File: src/rtl/noise_est_frame_sequencer_if.sv
// Bus bundle between noise_est_frame_sequencer and its pixel memory / noise
// estimator. The master modport is the sequencer side; the slave modport is
// the memory-plus-estimator side.
//
// Handshake semantics: mem_rd_en is a request strobe with no back-pressure;
// mem_rd_data must be valid exactly one cycle after each mem_rd_en.
// ne_start_of_frame and ne_start_data are single-cycle framing strobes.
// ne_estimated_noise_ready is a single-cycle valid that qualifies
// ne_estimated_noise. There is no ready signal in either direction, so a
// strobe is consumed in the cycle it is high.
interface noise_est_frame_sequencer_if #(
  parameter int DATA_WIDTH = 8,
  parameter int ADDR_WIDTH = 16
);
  logic                    mem_rd_en;
  logic [ADDR_WIDTH-1:0]   mem_addr;
  logic [DATA_WIDTH-1:0]   mem_rd_data;
  logic                    ne_start_of_frame;
  logic                    ne_start_data;
  logic [DATA_WIDTH-1:0]   ne_data_in;
  logic [31:0]             ne_blocks_per_frame;
  logic [2*DATA_WIDTH-1:0] ne_estimated_noise;
  logic                    ne_estimated_noise_ready;

  modport master (
    output mem_rd_en, mem_addr,
    input  mem_rd_data,
    output ne_start_of_frame, ne_start_data, ne_data_in, ne_blocks_per_frame,
    input  ne_estimated_noise, ne_estimated_noise_ready
  );

  modport slave (
    input  mem_rd_en, mem_addr,
    output mem_rd_data,
    input  ne_start_of_frame, ne_start_data, ne_data_in, ne_blocks_per_frame,
    output ne_estimated_noise, ne_estimated_noise_ready
  );
endinterface

File: src/rtl/noise_est_frame_sequencer.sv
// noise_est_frame_sequencer: frame-level controller for the noise estimator.
// On an accepted start it streams cfg_blocks_per_frame blocks of
// TOTAL_SAMPLES pixels from memory to the estimator, each block preceded by
// BLOCK_GAP idle cycles, then waits for the estimator result and returns it
// to the host with a one-cycle noise_valid strobe.
// Optional feature macro: NE_SEQ_TIMEOUT_EN adds TIMEOUT_CYCLES and the
// timeout_err output; without it the result wait is unbounded.
// All outputs are registered; dbg_state exposes the FSM state.
module noise_est_frame_sequencer #(
  parameter int DATA_WIDTH    = 8,
  parameter int TOTAL_SAMPLES = 64,
  parameter int ADDR_WIDTH    = 16,
  parameter int BLOCK_GAP     = 2
`ifdef NE_SEQ_TIMEOUT_EN
  ,
  parameter int TIMEOUT_CYCLES = 4096
`endif
) (
  input  logic                    clk,
  input  logic                    rst,
  input  logic                    start,
  input  logic [31:0]             cfg_blocks_per_frame,
  output logic                    busy,
  output logic                    done,
  output logic                    cfg_error,
  output logic [2*DATA_WIDTH-1:0] noise_out,
  output logic                    noise_valid,
`ifdef NE_SEQ_TIMEOUT_EN
  output logic                    timeout_err,
`endif
  output logic [2:0]              dbg_state,
  noise_est_frame_sequencer_if.master bus
);

  localparam int SW = $clog2(TOTAL_SAMPLES + 1);
  localparam int GW = $clog2(BLOCK_GAP + 1);
  localparam logic [SW-1:0] S_LAST   = SW'(TOTAL_SAMPLES);
  localparam logic [GW-1:0] GAP_LAST = GW'(BLOCK_GAP - 1);
`ifdef NE_SEQ_TIMEOUT_EN
  localparam int TW = $clog2(TIMEOUT_CYCLES + 1);
  localparam logic [TW-1:0] TO_LAST = TW'(TIMEOUT_CYCLES - 1);
`endif

  typedef enum logic [2:0] {
    IDLE     = 3'd0,
    LOAD     = 3'd1,
    GAP      = 3'd2,
    STREAM   = 3'd3,
    WAIT_RES = 3'd4,
    DONE     = 3'd5
  } state_t;

  state_t                  state_q, state_d;
  logic [GW-1:0]           gap_cnt_q, gap_cnt_d;
  logic [SW-1:0]           samp_cnt_q, samp_cnt_d;
  logic [31:0]             block_cnt_q, block_cnt_d;
  logic [31:0]             blocks_q, blocks_d;
  logic [ADDR_WIDTH-1:0]   addr_q, addr_d;
  logic                    rd_en_q, rd_en_d;
  logic                    sof_q, sof_d;
  logic                    sd_q, sd_d;
  logic                    busy_q, busy_d;
  logic                    done_q, done_d;
  logic                    cfg_err_q, cfg_err_d;
  logic [2*DATA_WIDTH-1:0] noise_q, noise_d;
  logic                    noise_valid_q, noise_valid_d;
`ifdef NE_SEQ_TIMEOUT_EN
  logic [TW-1:0]           to_cnt_q, to_cnt_d;
  logic                    to_err_q, to_err_d;
`endif

  // Next-state and next-output computation for the frame FSM.
  always_comb begin
    state_d       = state_q;
    gap_cnt_d     = gap_cnt_q;
    samp_cnt_d    = samp_cnt_q;
    block_cnt_d   = block_cnt_q;
    blocks_d      = blocks_q;
    addr_d        = addr_q;
    noise_d       = noise_q;
    cfg_err_d     = 1'b0;
    noise_valid_d = 1'b0;
`ifdef NE_SEQ_TIMEOUT_EN
    to_cnt_d      = to_cnt_q;
    to_err_d      = 1'b0;
`endif

    case (state_q)
      IDLE: begin
        if (start) begin
          if (cfg_blocks_per_frame != 32'd0) begin
            state_d     = LOAD;
            blocks_d    = cfg_blocks_per_frame;
            block_cnt_d = 32'd0;
            addr_d      = '0;
          end else begin
            cfg_err_d = 1'b1;
          end
        end
      end
      LOAD: begin
        state_d   = GAP;
        gap_cnt_d = '0;
      end
      GAP: begin
        if (gap_cnt_q == GAP_LAST) begin
          state_d    = STREAM;
          samp_cnt_d = '0;
        end else begin
          gap_cnt_d = gap_cnt_q + GW'(1);
        end
      end
      STREAM: begin
        if (samp_cnt_q != S_LAST) begin
          // A read is issued this cycle; advance to the next pixel.
          addr_d     = addr_q + ADDR_WIDTH'(1);
          samp_cnt_d = samp_cnt_q + SW'(1);
        end else begin
          // Final beat of the block.
          block_cnt_d = block_cnt_q + 32'd1;
          gap_cnt_d   = '0;
          if (({1'b0, block_cnt_q} + 33'd1) < {1'b0, blocks_q}) begin
            state_d = GAP;
          end else begin
            state_d = WAIT_RES;
`ifdef NE_SEQ_TIMEOUT_EN
            to_cnt_d = '0;
`endif
          end
        end
      end
      WAIT_RES: begin
        if (bus.ne_estimated_noise_ready) begin
          noise_d       = bus.ne_estimated_noise;
          noise_valid_d = 1'b1;
          state_d       = DONE;
        end
`ifdef NE_SEQ_TIMEOUT_EN
        else if (to_cnt_q == TO_LAST) begin
          to_err_d = 1'b1;
          state_d  = DONE;
        end else begin
          to_cnt_d = to_cnt_q + TW'(1);
        end
`endif
      end
      DONE: begin
        state_d = IDLE;
      end
      default: begin
        state_d = IDLE;
      end
    endcase

    // Outputs are registered, so derive them from the state being entered.
    busy_d  = (state_d != IDLE);
    done_d  = (state_d == DONE);
    rd_en_d = (state_d == STREAM) && (samp_cnt_d != S_LAST);
    // The first beat of a block appears one cycle after sample 0 is read.
    sd_d    = (state_q == STREAM) && (samp_cnt_q == '0);
    sof_d   = sd_d && (block_cnt_q == 32'd0);
  end

  // Single state register for the FSM, counters and registered outputs.
  always_ff @(posedge clk) begin
    if (rst) begin
      state_q       <= IDLE;
      gap_cnt_q     <= '0;
      samp_cnt_q    <= '0;
      block_cnt_q   <= '0;
      blocks_q      <= '0;
      addr_q        <= '0;
      rd_en_q       <= 1'b0;
      sof_q         <= 1'b0;
      sd_q          <= 1'b0;
      busy_q        <= 1'b0;
      done_q        <= 1'b0;
      cfg_err_q     <= 1'b0;
      noise_q       <= '0;
      noise_valid_q <= 1'b0;
`ifdef NE_SEQ_TIMEOUT_EN
      to_cnt_q      <= '0;
      to_err_q      <= 1'b0;
`endif
    end else begin
      state_q       <= state_d;
      gap_cnt_q     <= gap_cnt_d;
      samp_cnt_q    <= samp_cnt_d;
      block_cnt_q   <= block_cnt_d;
      blocks_q      <= blocks_d;
      addr_q        <= addr_d;
      rd_en_q       <= rd_en_d;
      sof_q         <= sof_d;
      sd_q          <= sd_d;
      busy_q        <= busy_d;
      done_q        <= done_d;
      cfg_err_q     <= cfg_err_d;
      noise_q       <= noise_d;
      noise_valid_q <= noise_valid_d;
`ifdef NE_SEQ_TIMEOUT_EN
      to_cnt_q      <= to_cnt_d;
      to_err_q      <= to_err_d;
`endif
    end
  end

  assign busy                    = busy_q;
  assign done                    = done_q;
  assign cfg_error               = cfg_err_q;
  assign noise_out               = noise_q;
  assign noise_valid             = noise_valid_q;
  assign dbg_state               = state_q;
  assign bus.mem_rd_en           = rd_en_q;
  assign bus.mem_addr            = addr_q;
  assign bus.ne_start_of_frame   = sof_q;
  assign bus.ne_start_data       = sd_q;
  assign bus.ne_blocks_per_frame = blocks_q;
  // Pixel data goes straight through to the estimator.
  assign bus.ne_data_in          = bus.mem_rd_data;
`ifdef NE_SEQ_TIMEOUT_EN
  assign timeout_err             = to_err_q;
`endif

endmodule

File: src/flat_wrapper.sv
// flat-port wrapper written by rule: the top's interface ports become plain ports
module noise_est_frame_sequencer_flat 
#(
  parameter int DATA_WIDTH    = 8,
  parameter int TOTAL_SAMPLES = 64,
  parameter int ADDR_WIDTH    = 16,
  parameter int BLOCK_GAP     = 2

)
  (clk, rst, start, cfg_blocks_per_frame, busy, done, cfg_error, noise_out, noise_valid, dbg_state, bus_mem_rd_en, bus_mem_addr, bus_mem_rd_data, bus_ne_start_of_frame, bus_ne_start_data, bus_ne_data_in, bus_ne_blocks_per_frame, bus_ne_estimated_noise, bus_ne_estimated_noise_ready);
  noise_est_frame_sequencer_if #(.DATA_WIDTH(DATA_WIDTH), .ADDR_WIDTH(ADDR_WIDTH)) bus_i ();
  input  logic clk;
  input  logic rst;
  input  logic start;
  input  logic [31:0] cfg_blocks_per_frame;
  output logic busy;
  output logic done;
  output logic cfg_error;
  output logic [2*DATA_WIDTH-1:0] noise_out;
  output logic noise_valid;
  output logic [2:0] dbg_state;
  output wire logic [$bits(bus_i.mem_rd_en)-1:0] bus_mem_rd_en;
  output wire logic [$bits(bus_i.mem_addr)-1:0] bus_mem_addr;
  input wire logic [$bits(bus_i.mem_rd_data)-1:0] bus_mem_rd_data;
  output wire logic [$bits(bus_i.ne_start_of_frame)-1:0] bus_ne_start_of_frame;
  output wire logic [$bits(bus_i.ne_start_data)-1:0] bus_ne_start_data;
  output wire logic [$bits(bus_i.ne_data_in)-1:0] bus_ne_data_in;
  output wire logic [$bits(bus_i.ne_blocks_per_frame)-1:0] bus_ne_blocks_per_frame;
  input wire logic [$bits(bus_i.ne_estimated_noise)-1:0] bus_ne_estimated_noise;
  input wire logic [$bits(bus_i.ne_estimated_noise_ready)-1:0] bus_ne_estimated_noise_ready;
  assign bus_mem_rd_en = bus_i.mem_rd_en;
  assign bus_mem_addr = bus_i.mem_addr;
  assign bus_i.mem_rd_data = bus_mem_rd_data;
  assign bus_ne_start_of_frame = bus_i.ne_start_of_frame;
  assign bus_ne_start_data = bus_i.ne_start_data;
  assign bus_ne_data_in = bus_i.ne_data_in;
  assign bus_ne_blocks_per_frame = bus_i.ne_blocks_per_frame;
  assign bus_i.ne_estimated_noise = bus_ne_estimated_noise;
  assign bus_i.ne_estimated_noise_ready = bus_ne_estimated_noise_ready;
  noise_est_frame_sequencer #(.DATA_WIDTH(DATA_WIDTH), .TOTAL_SAMPLES(TOTAL_SAMPLES), .ADDR_WIDTH(ADDR_WIDTH), .BLOCK_GAP(BLOCK_GAP)) u_core (.clk(clk), .rst(rst), .start(start), .cfg_blocks_per_frame(cfg_blocks_per_frame), .busy(busy), .done(done), .cfg_error(cfg_error), .noise_out(noise_out), .noise_valid(noise_valid), .dbg_state(dbg_state), .bus(bus_i));
endmodule
File: config.mk
export PLATFORM = sky130hd
export DESIGN_NAME = noise_est_frame_sequencer_flat
export DESIGN_NICKNAME = d
export VERILOG_FILES = /design/src/rtl/noise_est_frame_sequencer_if.sv /design/src/rtl/noise_est_frame_sequencer.sv /design/src/flat_wrapper.sv
export SDC_FILE = /design/constraint.sdc
export NUM_CORES = 1
export LEC_CHECK = 0
export CAP_MARGIN = 20
export CORE_MARGIN = 10
export CORE_UTILIZATION = 40
export DETAILED_ROUTE_END_ITERATION = 7
export DONT_BUFFER_PORTS = 1
export PLACE_DENSITY = 0.58
export REMOVE_ABC_BUFFERS = 1
export SYNTH_ARGS = -nofsm -noshare
export SYNTH_HDL_FRONTEND = slang
export SYNTH_SLANG_ARGS = --single-unit
File: constraint.sdc
create_clock -name clk -period 8.61 [get_ports clk]
set_clock_uncertainty 0.15 [all_clocks]
set_input_delay 1.722 -clock clk [delete_from_list [all_inputs] [get_ports clk]]
set_output_delay 1.722 -clock clk [all_outputs]
set_load 0.005 [all_outputs]
==> metrics.cfg <==
[detailed_routing]
drt_first_pass_iters = 5
routedWlPerCell_um = 17.48
viasPerCell = 5.577
drc = 0
wl_mm = 17.78
detail_route.iter0.violations = 475
vias = 5672
final_antenna_net_count = 0

[setup_path]
startpoint_type = primary input
worstPathArrival_ns = 4.41
reg2reg_to = u_core.busy$_SDFF_PP0_
slowest_delay_ns = 0.61
regToRegSetupSlack_ns = 4.40
path_cells = nor4_1 > nand2_1 > or4_1 > nand3_1 > buf_4 > nand2b_1 > a21oi_1
reg2reg_from = u_core.block_cnt_q[3]$_SDFFE_PP0P_
r2r_cells = 12
timing.critical_path.to_type = flop
critPathMaxFanout = 18
cp_slowest_cell = or4_1
setup.worst_path.class = primary input to flop
critPathRequiredTime_ns = 8.80

[pwr]
power.density_mw_per_mm2 = 190.2
p_leak_nw = 2.569
ir_worst_vdd_v = 0.0001366

[synth]
synth-async-reset-ratio_pct = 0
synth_top_area_share_pct = 36.49
avgSynthCellArea_um2 = 7.611
synth_cells = 829
synth_top_cell_by_area = dfxtp_1
ys_types = 53
yosys-top-cells-area = dfxtp_1 (36%), nand2_1 (8.0%), a21oi_1 (7.9%), ha_1 (7.3%), nor2_1 (4.7%)
synth_ff_type = dfxtp_1
ys_ff_latch = 115
synth_edf_count = 0
ys_seq_area_share_pct = 36.49
ys_warn_count = 0
syn-cell-area_mm2 = 0.006310

[sta]
fin_crit_ns = 4.223
setup_tns_ns = 0
finalWorstSetupSlack_ns = 4.387
max_clock_freq_mhz = 236.8
period_share_pct = 49.05
slew_headroom_pct = 32.81
rsz0062_at_grt = no
slew_viol_final = 0
hold_viol_final = 0
setup_viol = 0
hold_ws_ns = 0.3272
tightest_slew_ns = 1.007

[final_layout]
stdcell_count = 1017
layout-drive-gt1-share_pct = 5.583
seq_area_mm2 = 0.002302
multi_input_area_mm2 = 0.003590
fillers = 1571
fin_nets = 890
antennaDiodeCount = 0
area_growth_pct = 9.300

[clock_network]
clk_pin_slew_ns = 0.06
clock_sinks = 115
cts_resized = 0
cts_buffers = 17
ctsHoldBuffers = 0
cts_root_buf = clkbuf_16
cts_tree = yes
clk_latency_ns = 0.41
h-tree-depth = 4
ctsLongestPathBuffers = 2
post_cts_buffers = 0

[place]
routabilityCongestion = 0.8396
port_buffers = 0
hpwlAfterDp_mm = 12.78
pre_cts_ws_ns = 3.927
dp_cells = 985

[hold_path]
hp-start = u_core.noise_out[6]$_SDFFE_PP0P_
whs_path_depth = 2
worstHoldPathType = flop to flop
hold_end = u_core.noise_out[6]$_SDFFE_PP0P_

[floorplanning]
initial_core_util_pct = 41.20
core_mm2 = 0.01531
die_w_um = 145.6
rows = 45
dieHeight_um = 145.6
ios = 142
die_area_mm2 = 0.02120

[grt]
antenna_found_initial = 0
overflow = 0
grt_pass1_wl_mm = 28.86
track_usage_pct = 16.43
grt_max_degree = 100
grt_pass1_vias = 5476

[run]
drv_cap = 0

[outcome]
status = complete, no violations

-- layout by cell type (no fill, tap or decap), drive strengths merged, types with 10 or more instances in the layout --
master,Yosys,layout
nand3,21,21
a22oi,10,10
clkbuf,41,17
and3,11,11
or3,13,13
a21oi,99,99
inv,42,44
nor2,79,79
nand2,135,135
dfxtp,115,115
xor2,19,19
ha,37,37
xnor2,23,23
nor4,24,24
nor3,12,12
o21ai,35,35
nand4,25,25
-- layer usage --
layer	track usage, %	share of wire, %	routed length [µm]	vias to the layer above
met5	0	0	0	-
met4	5.966	1.8	325	0
met3	6.706	9.1	1619	29
met2	25.69	45	7988	186
met1	19.84	44	7849	2664
li1	-	-	-	2793
-- Yosys cell counts (11+ instances only) --
| master | instances |
|---|---|
| a21oi_1 | 99 |
| and3_1 | 11 |
| clkbuf_1 | 41 |
| dfxtp_1 | 115 |
| ha_1 | 37 |
| inv_1 | 42 |
| nand2_1 | 135 |
| nand3_1 | 21 |
| nand4_1 | 25 |
| nor2_1 | 79 |
| nor4_1 | 24 |
| o21ai_0 | 34 |
| or3_1 | 13 |
| xnor2_1 | 23 |
| xor2_1 | 19 |
-- logic make-up after synthesis --
family                     Yosys count  synth area share [%]
AOI/OAI and AO/OA                  176                 15.96
xor gates and xnor gates            42                 5.830
adders and majority gates           37                 7.337
buffers and inverters              100                 6.663
DFF                                115                 36.49
muxes                                1                0.1785
and+or+nand+nor                    358                 27.54
-- flip-flops by register name (all words and copies together) (netlist names) --
register                        count
u_core.cfg_error                    1
u_core.noise_out                   16
u_core.block_cnt_q                 32
u_core.bus.ne_start_of_frame        1
u_core.dbg_state                    3
u_core.noise_valid                  1
u_core.done                         1
u_core.bus.mem_rd_en                1
u_core.bus.mem_addr                16
u_core.bus.ne_start_data            1
u_core.samp_cnt_q                   7
u_core.bus.ne_blocks_per_frame     32
u_core.gap_cnt_q                    2
u_core.busy                         1
-- worst max-delay path: cells and delay by family --
kind / cells / cell delay, ns
simple gates: 5 / 2.08
buf+inv: 1 / 0.36
compound gates: 1 / 0.24
-- cell type report --
type,instances,area share (%)
clock buffer,17,6.168
multi-input combinational,614,52.05
tap,211,3.828
sequential,115,33.38
timing repair buffer,3,0.3266
inverter,42,2.286
clock inverter,15,1.959
-- worst max-delay path by stage --
stage,startpoint,endpoint,cells after the start
6_report,cfg_blocks_per_frame[8],u_core.bus.mem_addr[5]$_SDFFE_PP0P_,7
5_1_grt,u_core.block_cnt_q[2]$_SDFFE_PP0P_,u_core.busy$_SDFF_PP0_,13
4_1_cts,cfg_blocks_per_frame[8],u_core.bus.mem_addr[7]$_SDFFE_PP0P_,7
3_5_place_dp,cfg_blocks_per_frame[8],u_core.bus.mem_addr[7]$_SDFFE_PP0P_,7
3_3_place_gp,cfg_blocks_per_frame[11],u_core.bus.mem_addr[7]$_SDFFE_PP0P_,7
2_1_floorplan,cfg_blocks_per_frame[16],u_core.bus.mem_addr[5]$_SDFFE_PP0P_,6
-- report_power, final --
part	switching [mW]	leakage, nW	internal [mW]	total (mW)
Sequential	0.0178	0.932	0.546	0.564
Clock	0.266	0.262	0.397	0.664
Combinational	0.0554	1.38	0.0294	0.0848
Total	0.340	2.57	0.972	1.31
-- per-stage QoR --
stage,util [%],power (mW),cell area [µm²]
final,45.03,1.312,6897
after global routing,45.03,1.366,6897
after CTS,45.03,1.329,6897
after detailed placement,41.37,0.6604,6336
after global placement,41.37,0.6576,6336
after floorplan,-,0.6298,6047
Power figures use the tool's default switching activity.
